--- src/rtl/inst_fetch_unit.sv ---
// Instruction fetch stage: reads four bytes from a synchronous byte-wide ROM and
// assembles a big-endian 32-bit word, with a one-entry tag that suppresses refetch.
module inst_fetch_unit #(
    parameter int ADRS_W  = 10,
    parameter int ROM_LAT = 1
) (
    input  logic              clk_cpu_i,
    input  logic              reset_i,
    input  logic [31:0]       pc_i,
    input  logic              pc_valid_i,
    input  logic              flush_i,
    output logic              rom_rd_en_o,
    output logic [ADRS_W-1:0] rom_adrs_o,
    input  logic [7:0]        rom_q_i,
    output logic [31:0]       inst_o,
    output logic              inst_valid_o,
    output logic              misaligned_o
);

    localparam int LAST = ROM_LAT - 1;

    typedef enum logic [1:0] {
        IDLE,
        ISSUE,
        WAIT
    } state_t;

    state_t              state_q;
    logic [31:0]         fpc_q;
    logic [31:0]         tag_q;
    logic [31:0]         tag_d;
    logic                tagValid_q;
    logic                tagValid_d;
    logic                instValid_d;
    logic                flushSeen_q;
    logic [1:0]          cnt_q;
    logic [1:0]          issIdx_q;
    logic [23:0]         shadow_q;
    logic [31:0]         inst_q;
    logic                instValid_q;
    logic                misaligned_q;
    logic                romRdEn_q;
    logic [ADRS_W-1:0]   romAdrs_q;
    logic [ROM_LAT-1:0]  capVld_q;
    logic [1:0]          capIdx_q [ROM_LAT];

    logic                hit;
    logic                misAccept;
    logic                complete;
    logic [1:0]          byteSel;
    logic [4:0]          byteLsb;

    assign hit       = tagValid_q && (pc_i == tag_q);
    assign misAccept = (state_q == IDLE) && pc_valid_i && !hit && (pc_i[1:0] != 2'b00);
    assign complete  = (state_q == WAIT) && capVld_q[LAST] && (capIdx_q[LAST] == 2'd3);
    assign byteSel   = 2'd2 - capIdx_q[LAST];
    assign byteLsb   = {byteSel, 3'b000};

    // inst_valid is derived from the next tag so it rises together with the new word.
    always_comb begin
        tag_d      = tag_q;
        tagValid_d = tagValid_q;
        if (misAccept) begin
            tag_d      = pc_i;
            tagValid_d = 1'b1;
        end
        if (complete) begin
            tag_d      = fpc_q;
            tagValid_d = !flushSeen_q;
        end
        if (flush_i) begin
            tagValid_d = 1'b0;
        end
        instValid_d = tagValid_d && (pc_i == tag_d);
    end

    always_ff @(posedge clk_cpu_i) begin
        if (reset_i) begin
            state_q      <= IDLE;
            fpc_q        <= '0;
            tag_q        <= '0;
            tagValid_q   <= 1'b0;
            flushSeen_q  <= 1'b0;
            cnt_q        <= '0;
            issIdx_q     <= '0;
            shadow_q     <= '0;
            inst_q       <= '0;
            instValid_q  <= 1'b0;
            misaligned_q <= 1'b0;
            romRdEn_q    <= 1'b0;
            romAdrs_q    <= '0;
            capVld_q     <= '0;
            for (int i = 0; i < ROM_LAT; i++) begin
                capIdx_q[i] <= '0;
            end
        end else begin
            tag_q       <= tag_d;
            tagValid_q  <= tagValid_d;
            instValid_q <= instValid_d;

            // Each issued read travels with its byte index until rom_q carries its data.
            for (int i = ROM_LAT - 1; i > 0; i--) begin
                capVld_q[i] <= capVld_q[i-1];
                capIdx_q[i] <= capIdx_q[i-1];
            end
            capVld_q[0] <= romRdEn_q;
            capIdx_q[0] <= issIdx_q;

            if (capVld_q[LAST] && (capIdx_q[LAST] != 2'd3)) begin
                shadow_q[byteLsb +: 8] <= rom_q_i;
            end

            if (flush_i && (state_q != IDLE)) begin
                flushSeen_q <= 1'b1;
            end

            case (state_q)
                IDLE: begin
                    if (pc_valid_i && !hit) begin
                        if (pc_i[1:0] != 2'b00) begin
                            inst_q       <= '0;
                            misaligned_q <= 1'b1;
                        end else begin
                            fpc_q        <= pc_i;
                            misaligned_q <= 1'b0;
                            flushSeen_q  <= 1'b0;
                            romRdEn_q    <= 1'b1;
                            romAdrs_q    <= pc_i[ADRS_W-1:0];
                            issIdx_q     <= 2'd0;
                            cnt_q        <= 2'd1;
                            state_q      <= ISSUE;
                        end
                    end
                end
                ISSUE: begin
                    if (cnt_q == 2'd0) begin
                        romRdEn_q <= 1'b0;
                        state_q   <= WAIT;
                    end else begin
                        romAdrs_q <= fpc_q[ADRS_W-1:0] + ADRS_W'(cnt_q);
                        issIdx_q  <= cnt_q;
                        cnt_q     <= cnt_q + 2'd1;
                    end
                end
                WAIT: begin
                    if (complete) begin
                        inst_q  <= {shadow_q, rom_q_i};
                        state_q <= IDLE;
                    end
                end
                default: begin
                    state_q <= IDLE;
                end
            endcase
        end
    end

    assign rom_rd_en_o  = romRdEn_q;
    assign rom_adrs_o   = romAdrs_q;
    assign inst_o       = inst_q;
    assign inst_valid_o = instValid_q;
    assign misaligned_o = misaligned_q;

endmodule

--- config.mk ---
export PLATFORM = sky130hd
export DESIGN_NAME = inst_fetch_unit
export DESIGN_NICKNAME = d
export VERILOG_FILES = /design/src/rtl/inst_fetch_unit.sv
export SDC_FILE = /design/constraint.sdc
export NUM_CORES = 1
export LEC_CHECK = 0
export CORE_UTILIZATION = 45
export CTS_CLUSTER_SIZE = 14
export DETAILED_ROUTE_END_ITERATION = 16
export PLACE_DENSITY = 0.7
export SYNTH_ARGS = -nofsm -noshare
export SYNTH_HDL_FRONTEND = slang
export SYNTH_SLANG_ARGS = --single-unit
--- constraint.sdc ---
create_clock -name clk_cpu_i -period 5 [get_ports clk_cpu_i]
set_input_delay 1.25 -clock clk_cpu_i [delete_from_list [all_inputs] [get_ports clk_cpu_i]]
set_output_delay 1.25 -clock clk_cpu_i [all_outputs]
set_load 0.02 [all_outputs]
# == After elaboration in Yosys (flattened, before gate mapping) ==
# Memory sizes are Yosys's and may differ from the RTL's.
# Cells that the tools add are included.
# op_classes
add_sub_neg,4
n_eq_ne,12
shifts,2
mux,39
bitwise_logic,1
n_reduce_logical,25
# ops
cell,n
32-bit 2-to-1 mux,5
32-bit equality test,2
32-bit one-hot mux with 2 select lines,1
10-bit 2-to-1 mux,3
24-bit bitwise mux,1
"8-bit by 7-bit variable shift with 24-bit output, first input constant",1
8-bit by 7-bit indexed part select with 24-bit output,1
10-bit one-hot mux with 2 select lines,1
2-bit 2-to-1 mux,9
4-bit AND reduction,4
1-bit 2-to-1 mux,15
10-bit by 2-bit adder with 10-bit output,1
1-bit logical AND,10
"2-bit != test, second input constant",5
2-bit one-hot mux with 2 select lines,2
2-bit nonzero test,4
5-bit negator with 7-bit output,1
2-bit one-hot mux with 3 select lines,1
"2-bit equality test, second input constant",2
2-bit logical NOT,2
"2-bit by 1-bit != test with 1-bit output, second input constant",2
3-bit AND reduction,1
"2-bit by 1-bit adder with 2-bit output, second input constant",1
"2-bit by 1-bit equality test with 1-bit output, second input constant",1
other kinds (6),7
# totals
register_bits,142
ramBits,2
in_bits,44
output_inout_bits,45
wordCells,98
memories,1
# mem_list
name,depth,width,read_ports,rd_clocked_by_memory_dff,write_ports,line,rtl
capIdx_q,1,2,1,0,1,45,logic [1:0] capIdx_q [ROM_LAT];

# == Longest topological paths before layout ==
# Gate-level depths: netlist of the first run.
# logic_depth
ltp_word,9
ltp_mapped,10
ltp_nobuf,9

# == Worst setup path before layout of the first run ==
# No wires, ideal clock.
# synth_path
path_type,in2reg
from,input pc_i[0]
to,register tag_q[10]
setup_ns,0.086
t_arrival_ns,3.211
required_time_ns,4.914
slack_ns,1.703
path_stages,9
n_path_buf,3
cell_sequence,buf_4 -> o22ai_1 -> a2111oi_0 -> nand4_2 -> nor3b_1 -> buf_6 -> buf_2 -> mux2i_1 -> a211oi_1
# synth_via
elab_chain_len,7
elab_cells_between_ends,8
classes_between,eq/ne (1); mux (2); reduce/logical (5)
# synth_lines
item,line,rtl
from (decl),9,"input logic [31:0] pc_i,"
32-bit equality test,53,assign hit = tagValid_q && (pc_i == tag_q);
1-bit logical AND,53,
1-bit logical NOT,54,assign misAccept = (state_q == IDLE) && pc_valid_i && !hit && (pc_i[1:0] != 2'b00);
1-bit logical AND,54,
1-bit logical AND (*),54,
32-bit 2-to-1 mux (*),63,if (misAccept) begin
32-bit 2-to-1 mux (*),67,if (complete) begin
to (signal assigned),97,tag_q <= tag_d;
to (decl),30,logic [31:0] tag_q;
# Every way passes the cells marked *; elsewhere a longest branch is shown, timed or not.
# A chain may end at the register's enable or synchronous reset.

# == Final worst setup path of the first run ==
# layout_path
from,input pc_i[14]
to,register tag_q[11]
# layout_via
elab_chain_len,7
# layout_lines
item,line
32-bit equality test,53
1-bit logical AND,53
1-bit logical NOT,54
1-bit logical AND (2 in a row),54
32-bit 2-to-1 mux,63
32-bit 2-to-1 mux,67
# Every way passes these cells.

==> run_results.csv, run 1 <==
group,metric,value,unit
run_status,status,"completed",
finish,layout-drive-gt1-share,6.356,%
drt,drtPass1Iterations,5,
synthesis,ys_warn_count,0,
sta,setup_tns,0,ns
synthesis,synth_edf_count,0,
clock_network,hold_buffers,0,
global_routing,grt_max_degree,105,
clock_network,cts-root-buf,"clkbuf_16",
worst_setup_path,start_kind,"primary input",
clock_network,cts.sinks,144,
worst_setup_path,crit_path_end_kind,"flip-flop",
finish,fin_nets,921,
drt,drt_iter0_drc,478,
global_routing,grt_pass1_wl,28610,µm
sta,timing.fmax,0.2534,GHz
floorplanning,core,14530,µm²
place,port-buffer-count,88,
floorplanning,initial_core_util,46.01,%
global_routing,antenna_found_initial,0,
synthesis,synth-seq-area-share,43.11,%
flow_run,maxCapViolations,0,
power,pwr_density_cell,331.1,nW/µm²
synthesis,synth-main-ff-cell,"dfxtp_1",
global_routing,use_met3,4.167,%
drt,drt-total-wl,17610,µm
hold_path,min_path_type,"reg2reg",
clock_network,cts-htree-levels,4,
floorplanning,row_count,44,
global_routing,top_usage_layer,"met2",
global_routing,grtUsageMet1,31.49,%
sta,fin_skew,0.008499,ns
power,p_leak,2.969,nW
finish,post-route-util,56.65,%
synthesis,avgSynthCellArea,8.328,µm²
sta,timing.final.crit_share,78.92,%
sta,rsz0062_at_grt,"false",
global_routing,grt_pass1_vias,5642,
worst_setup_path,critPathRequiredTime,5.33,ns
floorplanning,die_y,123.9,µm
synthesis,ys_ff_latch,144,
global_routing,gr-total-overflow,0,
sta,slew_headroom,25.57,%
sta,setup_ws,1.054,ns
global_routing,use_met2,39.79,%
worst_setup_path,arrival,4.28,ns
floorplanning,die-width,123.9,µm
place,place_congestion,0.8490,
global_routing,grt_usage,24.30,%
synthesis,synth_area,6688,µm²
finish,layout_commonest_cell,"dfxtp_1",
floorplanning,die-area,15350,µm²
synthesis,synth_nets,856,
place,pre_cts_ws,0.6205,ns
synthesis,netlist_instances,803,
synthesis,synth_async_sr_flop_share,0,%
place,dpl.hpwl,11500,µm
sta,hold_slack,0.4540,ns
clock_network,cts_resized,0,
sta,drv_slew,0,
sta,worst_pin_slew,1.116,ns
worst_setup_path,worst-path-max-fanout,37,
clock_network,cts_tree,"done",
finish,n_antenna_cell,0,
sta,hold_viol_final,0,
finish,layout_common_cells,"dfxtp_1, nand2_1, nor2_1",
power,ir_worst_vdd,243.3,µV
power,power,2.726,mW
clock_network,clkTransAtPathRegs,0.06,ns
drt,via_per_inst,5.588,
drt,final_antenna_net_count,0,
sta,finalCriticalPeriod,3.946,ns
sta,setup_viol_count_final,0,
drt,detail_route.wl_per_cell,16.53,µm
worst_setup_path,crit_type,"in2reg",
floorplanning,io_pins,89,
clock_network,insertion_delay,0.43,ns
drt,vias,5951,
clock_network,cts_buffer_depth,2,
clock_network,post_cts_buffers,0,
finish,area_growth,23.11,%
synthesis,yosysUniqueCellTypes,56,
drt,drc,0,
clock_network,cts_made_buffers,17,
-- cell families after synthesis --
group / synth area share (%)
DFF: 43.11
and+or+nand+nor: 18.02
buffers and inverters: 4.939
muxes: 5.557
xor gates and xnor gates: 7.072
AOI/OAI and AO/OA: 19.51
adders and majority gates: 1.796
-- where the power goes --
part / internal (mW) / switching [mW]
clock network: 0.660 / 0.565
registers: 1.18 / 0.0297
logic: 0.126 / 0.163
-- path summary, 6_finish.rpt --
kind	from	to	slack (ns)	cells after the start
setup reg to reg	capIdx_q[0][0]$_SDFF_PP0_	inst_valid_o$_SDFF_PP0_	1.92	8
setup / recovery	pc_i[14]	tag_q[11]$_SDFF_PP0_	1.05	10
hold / removal	shadow_q[21]$_SDFFE_PP0P_	inst_o[29]$_SDFFE_PP0P_	0.45	2
hold reg to reg	shadow_q[21]$_SDFFE_PP0P_	inst_o[29]$_SDFFE_PP0P_	0.45	2
-- cells in the mapped netlist (2+ instances only) --
cell       number  area, µm²
a2111oi_0       2      17.52
o21a_1          2      15.01
inv_1          26      97.59
o22ai_1         8      50.05
nand4_1        11      68.82
clkbuf_1       43      161.4
and2_1          2      12.51
xnor2_1        44      385.4
o21ai_0        20      100.1
nand2b_1        6      37.54
mux2i_1        36      360.4
a211oi_1       26      195.2
o21ai_1        34      170.2
a211oi_2        2      25.02
buf_1           2      7.510
nor4_1          5      31.28
o2111ai_1       2      17.52
buf_2           6      30.03
ha_1            8      100.1
nand2_1        89      334.1
nor3b_1         3      22.52
nor3_1          6      30.03
nor2b_1         9      56.30
nand3_1        38      190.2
buf_4           3      22.52
a21oi_1        72      360.4
dfxtp_1       144       2883
a2bb2oi_1       2      17.52
nor2_1         88      330.3
a211o_1         2      17.52
a22oi_1        25      187.7
xor2_1         10      87.58
o311a_1         4      40.04
-- metrics by stage --
stage	cell area [µm²]	instances
floorplan	6688	803
global placement	7671	1033
detailed placement	7671	1033
CTS	8233	1065
global route	8233	1065
finish	8233	1065
-- cell type report --
type	instances	area [µm²]
Sequential cell	144	2883
Multi-Input combinational cell	578	3485
Tap cell	184	230.2
Fill cell	1368	6301
Clock inverter	15	136.4
Clock buffer	17	425.4
Timing Repair Buffer	101	975.9
Inverter	26	97.59
-- sequential cells by signal, summed over array words and instances, names as in the netlist --
name          count
capIdx_q          2
capVld_q          1
cnt_q             2
flushSeen_q       1
fpc_q            32
inst_o           32
inst_valid_o      1
issIdx_q          2
misaligned_o      1
rom_adrs_o       10
rom_rd_en_o       1
shadow_q         24
state_q           2
tagValid_q        1
tag_q            32
-- routing by layer --
metal | routed length (µm) | up-vias
met2 | 8386 | 186
li1 | - | 2944
met3 | 839 | 29
met5 | 0 | -
met1 | 7972 | 2792
met4 | 407 | 0
-- critical path, cell delays in order --
cell,delay [ns]
clkdlybuf4s50_1,0.49
inv_1,0.18
o22ai_1,0.09
a2111oi_0,0.78
nand4_2,0.17
buf_4,0.34
nor3b_2,0.21
buf_4,0.31
mux2i_1,0.18
a211oi_1,0.27
Note: power is estimated with default switching activity, not from simulation.
==> run 2, diff against run 1 <==
--- a/config.mk
+++ b/config.mk
@@ -8,7 +8,7 @@
 export CORE_UTILIZATION = 45
 export CTS_CLUSTER_SIZE = 14
 export DETAILED_ROUTE_END_ITERATION = 16
-export PLACE_DENSITY = 0.7
+export PLACE_DENSITY = 0.73
 export SYNTH_ARGS = -nofsm -noshare
 export SYNTH_HDL_FRONTEND = slang
 export SYNTH_SLANG_ARGS = --single-unit
==> constraint.sdc (replaced) <==
create_clock -name clk_cpu_i -period 3.35 [get_ports clk_cpu_i]
set_input_delay 0.8375 -clock clk_cpu_i [delete_from_list [all_inputs] [get_ports clk_cpu_i]]
set_output_delay 0.8375 -clock clk_cpu_i [all_outputs]
set_load 0.02 [all_outputs]
==> run 2 against run 1 <==
  * Worst setup slack lost 0.66 ns
  * Clock-buffer cell count is the same
  * Design area rose by 4.0%
  * Routed wire length rose by 2.7%
  * Largest power group unchanged
  * Cell count increased by 2.5%
  * Critical endpoint is now rom_adrs_o[3]$_SDFFE_PP0P_
  * Die area unchanged
  * Critical path depth stayed put
  * Via count is 3.0% higher
  * Sequential power increased by 50%
  * First-iteration DRC count fell by 9.0%
  * Largest cell class unchanged
  * Highest routed layer unchanged
  * Power up 56%
  * Core utilization grew 2.3 points
==> run_results.csv, run 2 (synthesis results as in run 1) <==
group,metric,value,unit
run_status,status,"completed",
clock_network,cts_buffer_depth,2,
sta,hold_slack,0.4535,ns
global_routing,grt_usage,24.59,%
sta,slew_headroom,37.33,%
sta,drv_slew,0,
worst_setup_path,critPathRequiredTime,3.64,ns
worst_setup_path,r2r_slack,0.88,ns
drt,detail_route.wl_per_cell,16.56,µm
floorplanning,io_pins,89,
worst_setup_path,arrival,3.24,ns
finish,n_antenna_cell,0,
sta,rsz0062_at_grt,"false",
place,dpl.hpwl,12120,µm
drt,topRoutingLayerUsed,"met4",
drt,wl_met2,8495,µm
drt,drc,0,
global_routing,gr-total-overflow,0,
sta,timing.fmax,0.3381,GHz
finish,fin_nets,948,
power,netSwitchingPower,1.131,mW
finish,layout_common_cells,"dfxtp_1, nand2_1, nor2_1",
drt,vias,6129,
drt,drtPass1Iterations,5,
place,place_congestion,0.8695,
worst_setup_path,crit_type,"in2reg",
finish,layout_commonest_cell,"dfxtp_1",
power,ir_worst_vdd,351.6,µV
clock_network,clkTransAtPathRegs,0.07,ns
worst_setup_path,crit_path_end_kind,"flip-flop",
drt,final_antenna_net_count,0,
drt,wl_met3,842,µm
power,seq_power_share,42.5,%
drt,drt_iter0_drc,435,
finish,seq_area,2883,µm²
drt,via_per_inst,5.613,
clock_network,hold_buffers,0,
drt,drt-met1-wl,8137,µm
sta,fin_skew,0.01070,ns
power,p_clk_share,46.4,%
clock_network,cts.sinks,144,
drt,drt-total-wl,18080,µm
clock_network,cts-root-buf,"clkbuf_16",
global_routing,grt_pass1_vias,5721,
clock_network,cts-htree-levels,4,
sta,finalCriticalPeriod,2.957,ns
global_routing,grt_pass1_wl,28850,µm
worst_setup_path,start_kind,"primary input",
clock_network,cts_resized,0,
sta,setup_viol_count_final,0,
floorplanning,die_y,123.9,µm
finish,area_growth,28.03,%
hold_path,min_path_type,"reg2reg",
power,p_sw_share,26.62,%
sta,setup_ws,0.3927,ns
finish,layout-drive-gt1-share,9.141,%
floorplanning,row_count,44,
floorplanning,die-area,15350,µm²
sta,worst_pin_slew,0.9329,ns
sta,timing.final.crit_share,88.28,%
power,p_int,3.117,mW
clock_network,cts_made_buffers,17,
power,pwr_density_cell,496.1,nW/µm²
floorplanning,core,14530,µm²
sta,hold_viol_final,0,
finish,fill_cells,1310,
power,p_comb_share,11.1,%
clock_network,insertion_delay,0.43,ns
global_routing,antenna_found_initial,0,
sta,setup_tns,0,ns
place,port-buffer-count,88,
floorplanning,die-width,123.9,µm
worst_setup_path,worst-path-max-fanout,12,
finish,multi_input_area,3485,µm²
flow_run,maxCapViolations,0,
global_routing,grt_max_degree,78,
clock_network,cts_tree,"done",
clock_network,post_cts_buffers,0,
power,p_leak,3.149,nW
floorplanning,initial_core_util,46.01,%
place,pre_cts_ws,0.003603,ns
run 2: power by group through the flow:
stage	Combinational, mW	Clock, mW	Sequential [mW]
2_1_floorplan	0.264	0	1.84
3_3_place_gp	0.459	0	1.84
3_5_place_dp	0.465	0	1.84
4_1_cts	0.467	2.00	1.81
5_1_grt	0.508	2.07	1.81
6_report	0.470	1.97	1.81
run 2: layout make-up:
cell class                 instances  share of cell area (%)
clock inverter                    15                   2.192
multi-input combinational        578                   40.70
sequential                       144                   33.67
clock buffer                      17                   4.969
tap                              184                   2.689
timing repair buffer             128                   14.64
inverter                          26                   1.140
run 2: worst max-delay path, cell delays in order:
cell and delay (ns):
clkdlybuf4s50_1 0.49, xnor2_1 0.29, nand4_1 0.13, nor4_1 0.29, buf_4 0.18, nand4_2 0.20, a21oi_1 0.26, buf_4 0.27
mux2i_1 0.22, nor2_1 0.05
run 2: metal layers:
metal  track usage [%]  vias up
met1             32.01     2904
met3             5.357       49
met4             11.46        0
li1                  -     2997
met5                 0        -
met2             38.75      179
run 2: worst paths after layout:
kind	from	end	cells after the start
min reg2reg	shadow_q[7]$_SDFFE_PP0P_	inst_o[15]$_SDFFE_PP0P_	2
max	pc_i[11]	rom_adrs_o[3]$_SDFFE_PP0P_	10
max reg2reg	capIdx_q[0][0]$_SDFF_PP0_	inst_valid_o$_SDFF_PP0_	9
min	shadow_q[7]$_SDFFE_PP0P_	inst_o[15]$_SDFFE_PP0P_	2
run 2: stage by stage:
| stage | power (mW) | area (µm²) | std cells | utilization, % |
|---|---|---|---|---|
| after floorplan | 2.105 | 6688 | 803 | - |
| after global routing | 4.393 | 8562 | 1092 | 58.91 |
| after detailed placement | 2.309 | 7949 | 1060 | 54.69 |
| after CTS | 4.270 | 8562 | 1092 | 58.91 |
| final | 4.248 | 8562 | 1092 | 58.91 |
| after global placement | 2.302 | 7949 | 1060 | 54.69 |
==> RTL change: new RTL, flow settings as in run 2 <==
The parameter `ROM_LAT` goes from 1 to 2.
--- a/src/rtl/inst_fetch_unit.sv
+++ b/src/rtl/inst_fetch_unit.sv
@@ -3,5 +3,5 @@
 module inst_fetch_unit #(
     parameter int ADRS_W  = 10,
-    parameter int ROM_LAT = 1
+    parameter int ROM_LAT = 2
 ) (
     input  logic              clk_cpu_i,
Check against the original RTL: not equivalent (Yosys sat finds a counterexample within 10 cycles, from zero or initial values and one cycle with reset_i high).
==> RTL change against run 2 <==
Utilization increased by 1.1 points. Via count is 4.9% lower. Area after synthesis decreased by 0.58%. Sequential cell count is 3 higher. Worst setup slack worse by 350 ps. Final area up 1.6%. Sequential share of layout area up 0.17 points. Non-clock buffer count up 16. First-iteration DRC count up 9.7%. Count of clock-buffer cells in the layout unchanged. Total power increased by 1.5%. Routed wire length down 1.2%. Cell count shrank 4.7%. Clock power fell by 3%. Critical path type unchanged.
==> RTL change: results (changes against run 2) <==
| Metric | Value |
|---|---|
| FF-to-FF path depth | 10 (+1) |
| Layout fillers | 1,194 (-8.9%) |
| GR Util met2 | 0.4232 (+0.03568) |
| Multi-input gate count | 517 (-11%) |
| Die Area | 15,270 µm² (-0.56%) |
| Number of global-route vias before repair | 5,728 (+0.12%) |
| Wire per inst | 17.16 µm (+3.7%) |
| Critical Path Fanout Max | 5 (-7) |
| Sequential share of the synthesized area | 0.4426 (+0.01155) |
| Worst hold slack | 441.9 ps (-11.60 ps) |
| Routed vias | 5,831 (-4.9%) |
| RD Place Congestion | 0.9280 (+6.7%) |
| Syn nets | 779 (-9.0%) |
| Avg Inst Size Synth | 9.158 µm² (+10%) |
| Grt met1 use | 0.2975 (-0.02258) |
| Grt met3 use | 0.05120 (-0.002372) |
| Metal3 WL | 896 µm (+6.4%) |
| Slowest-stage cell, CP | or4_1 |
| Hold Path Stages | 1 (-1) |
| Inverter count | 17 (-35%) |
| Peak Freq | 0.3021 GHz (-11%) |
| Crit-path max cell delay | 510 ps (+20 ps) |
| Initial DRC Count | 477 (+9.7%) |
| Setup bufs post-CTS | 1 (+1) |
| NumNets Final | 897 (-5.4%) |
| Worst-margin pin slew | 926.1 ps (-6.752 ps) |
| R2r startpoint | tag_q[16]$_SDFF_PP0_ |
| Top cells by count, synth | 149 x nor2_1, 147 x dfxtp_1, 68 x mux2i_1 |
| R2R Setup Slk | 440 ps (-440 ps) |
| Status | finished clean |
| Hold Crit Endpoint | capIdx_q[0][3]$_SDFF_PP0_ |
| HP Start | capIdx_q[0][1]$_SDFF_PP0_ |
| Post-DP Area | 8036 µm² (+1.1%) |
| Non-clock buffering overhead | 0.1597 (+0.01329) |
| Area of the multi-input gates | 3462 µm² (-0.65%) |
| Met2 WL | 8896 µm (+4.7%) |
| Dpl ws | -538.9 ps (-542.5 ps) |
| Register area | 2943 µm² (+2.1%) |
| Post-CTS sizing | 10 (+10) |
| Peak VDD IR | 0.0003792 V (+7.9%) |
| Top post-synthesis cells by area | dfxtp_1 44%, mux2i_1 10%, nor2_1 8.4% |
| Layout cells sized above 1 | 0.1179 (+0.02644) |
## RTL change: changes by cell type in the layout (fill, tap and decap cells not counted), moves of 9 or more
| cell | change |
|---|---|
| a21oi_1 | -64 |
| nand2_1 | -60 |
| nor2_1 | +60 |
| nand3_1 | -35 |
| a22oi_1 | +34 |
| o21ai_1 | -34 |
| mux2i_1 | +32 |
| xor2_1 | +22 |
| buf_4 | +14 |
| xnor2_1 | -12 |
| inv_1 | -9 |
## RTL change: logic make-up after synthesis
| family | share of synthesized area |
|---|---|
| DFF | 0.4426 |
| adders and majority gates | 0.01807 |
| xor gates and xnor gates | 0.08562 |
| buffers and inverters | 0.04065 |
| and+or+nand+nor | 0.1648 |
| muxes | 0.1024 |
| AOI/OAI and AO/OA | 0.1458 |
## RTL change: power by group
part / switching [mW] / internal [mW]
clock network: 0.904 / 1.01
registers: 0.0495 / 1.80
logic: 0.281 / 0.262
## RTL change: critical path: cells and delay by family
family          cells  cell delay [ps]
compound gates      1              250
simple gates        6             1410
xor+xnor            1              210
buf+inv             3              920
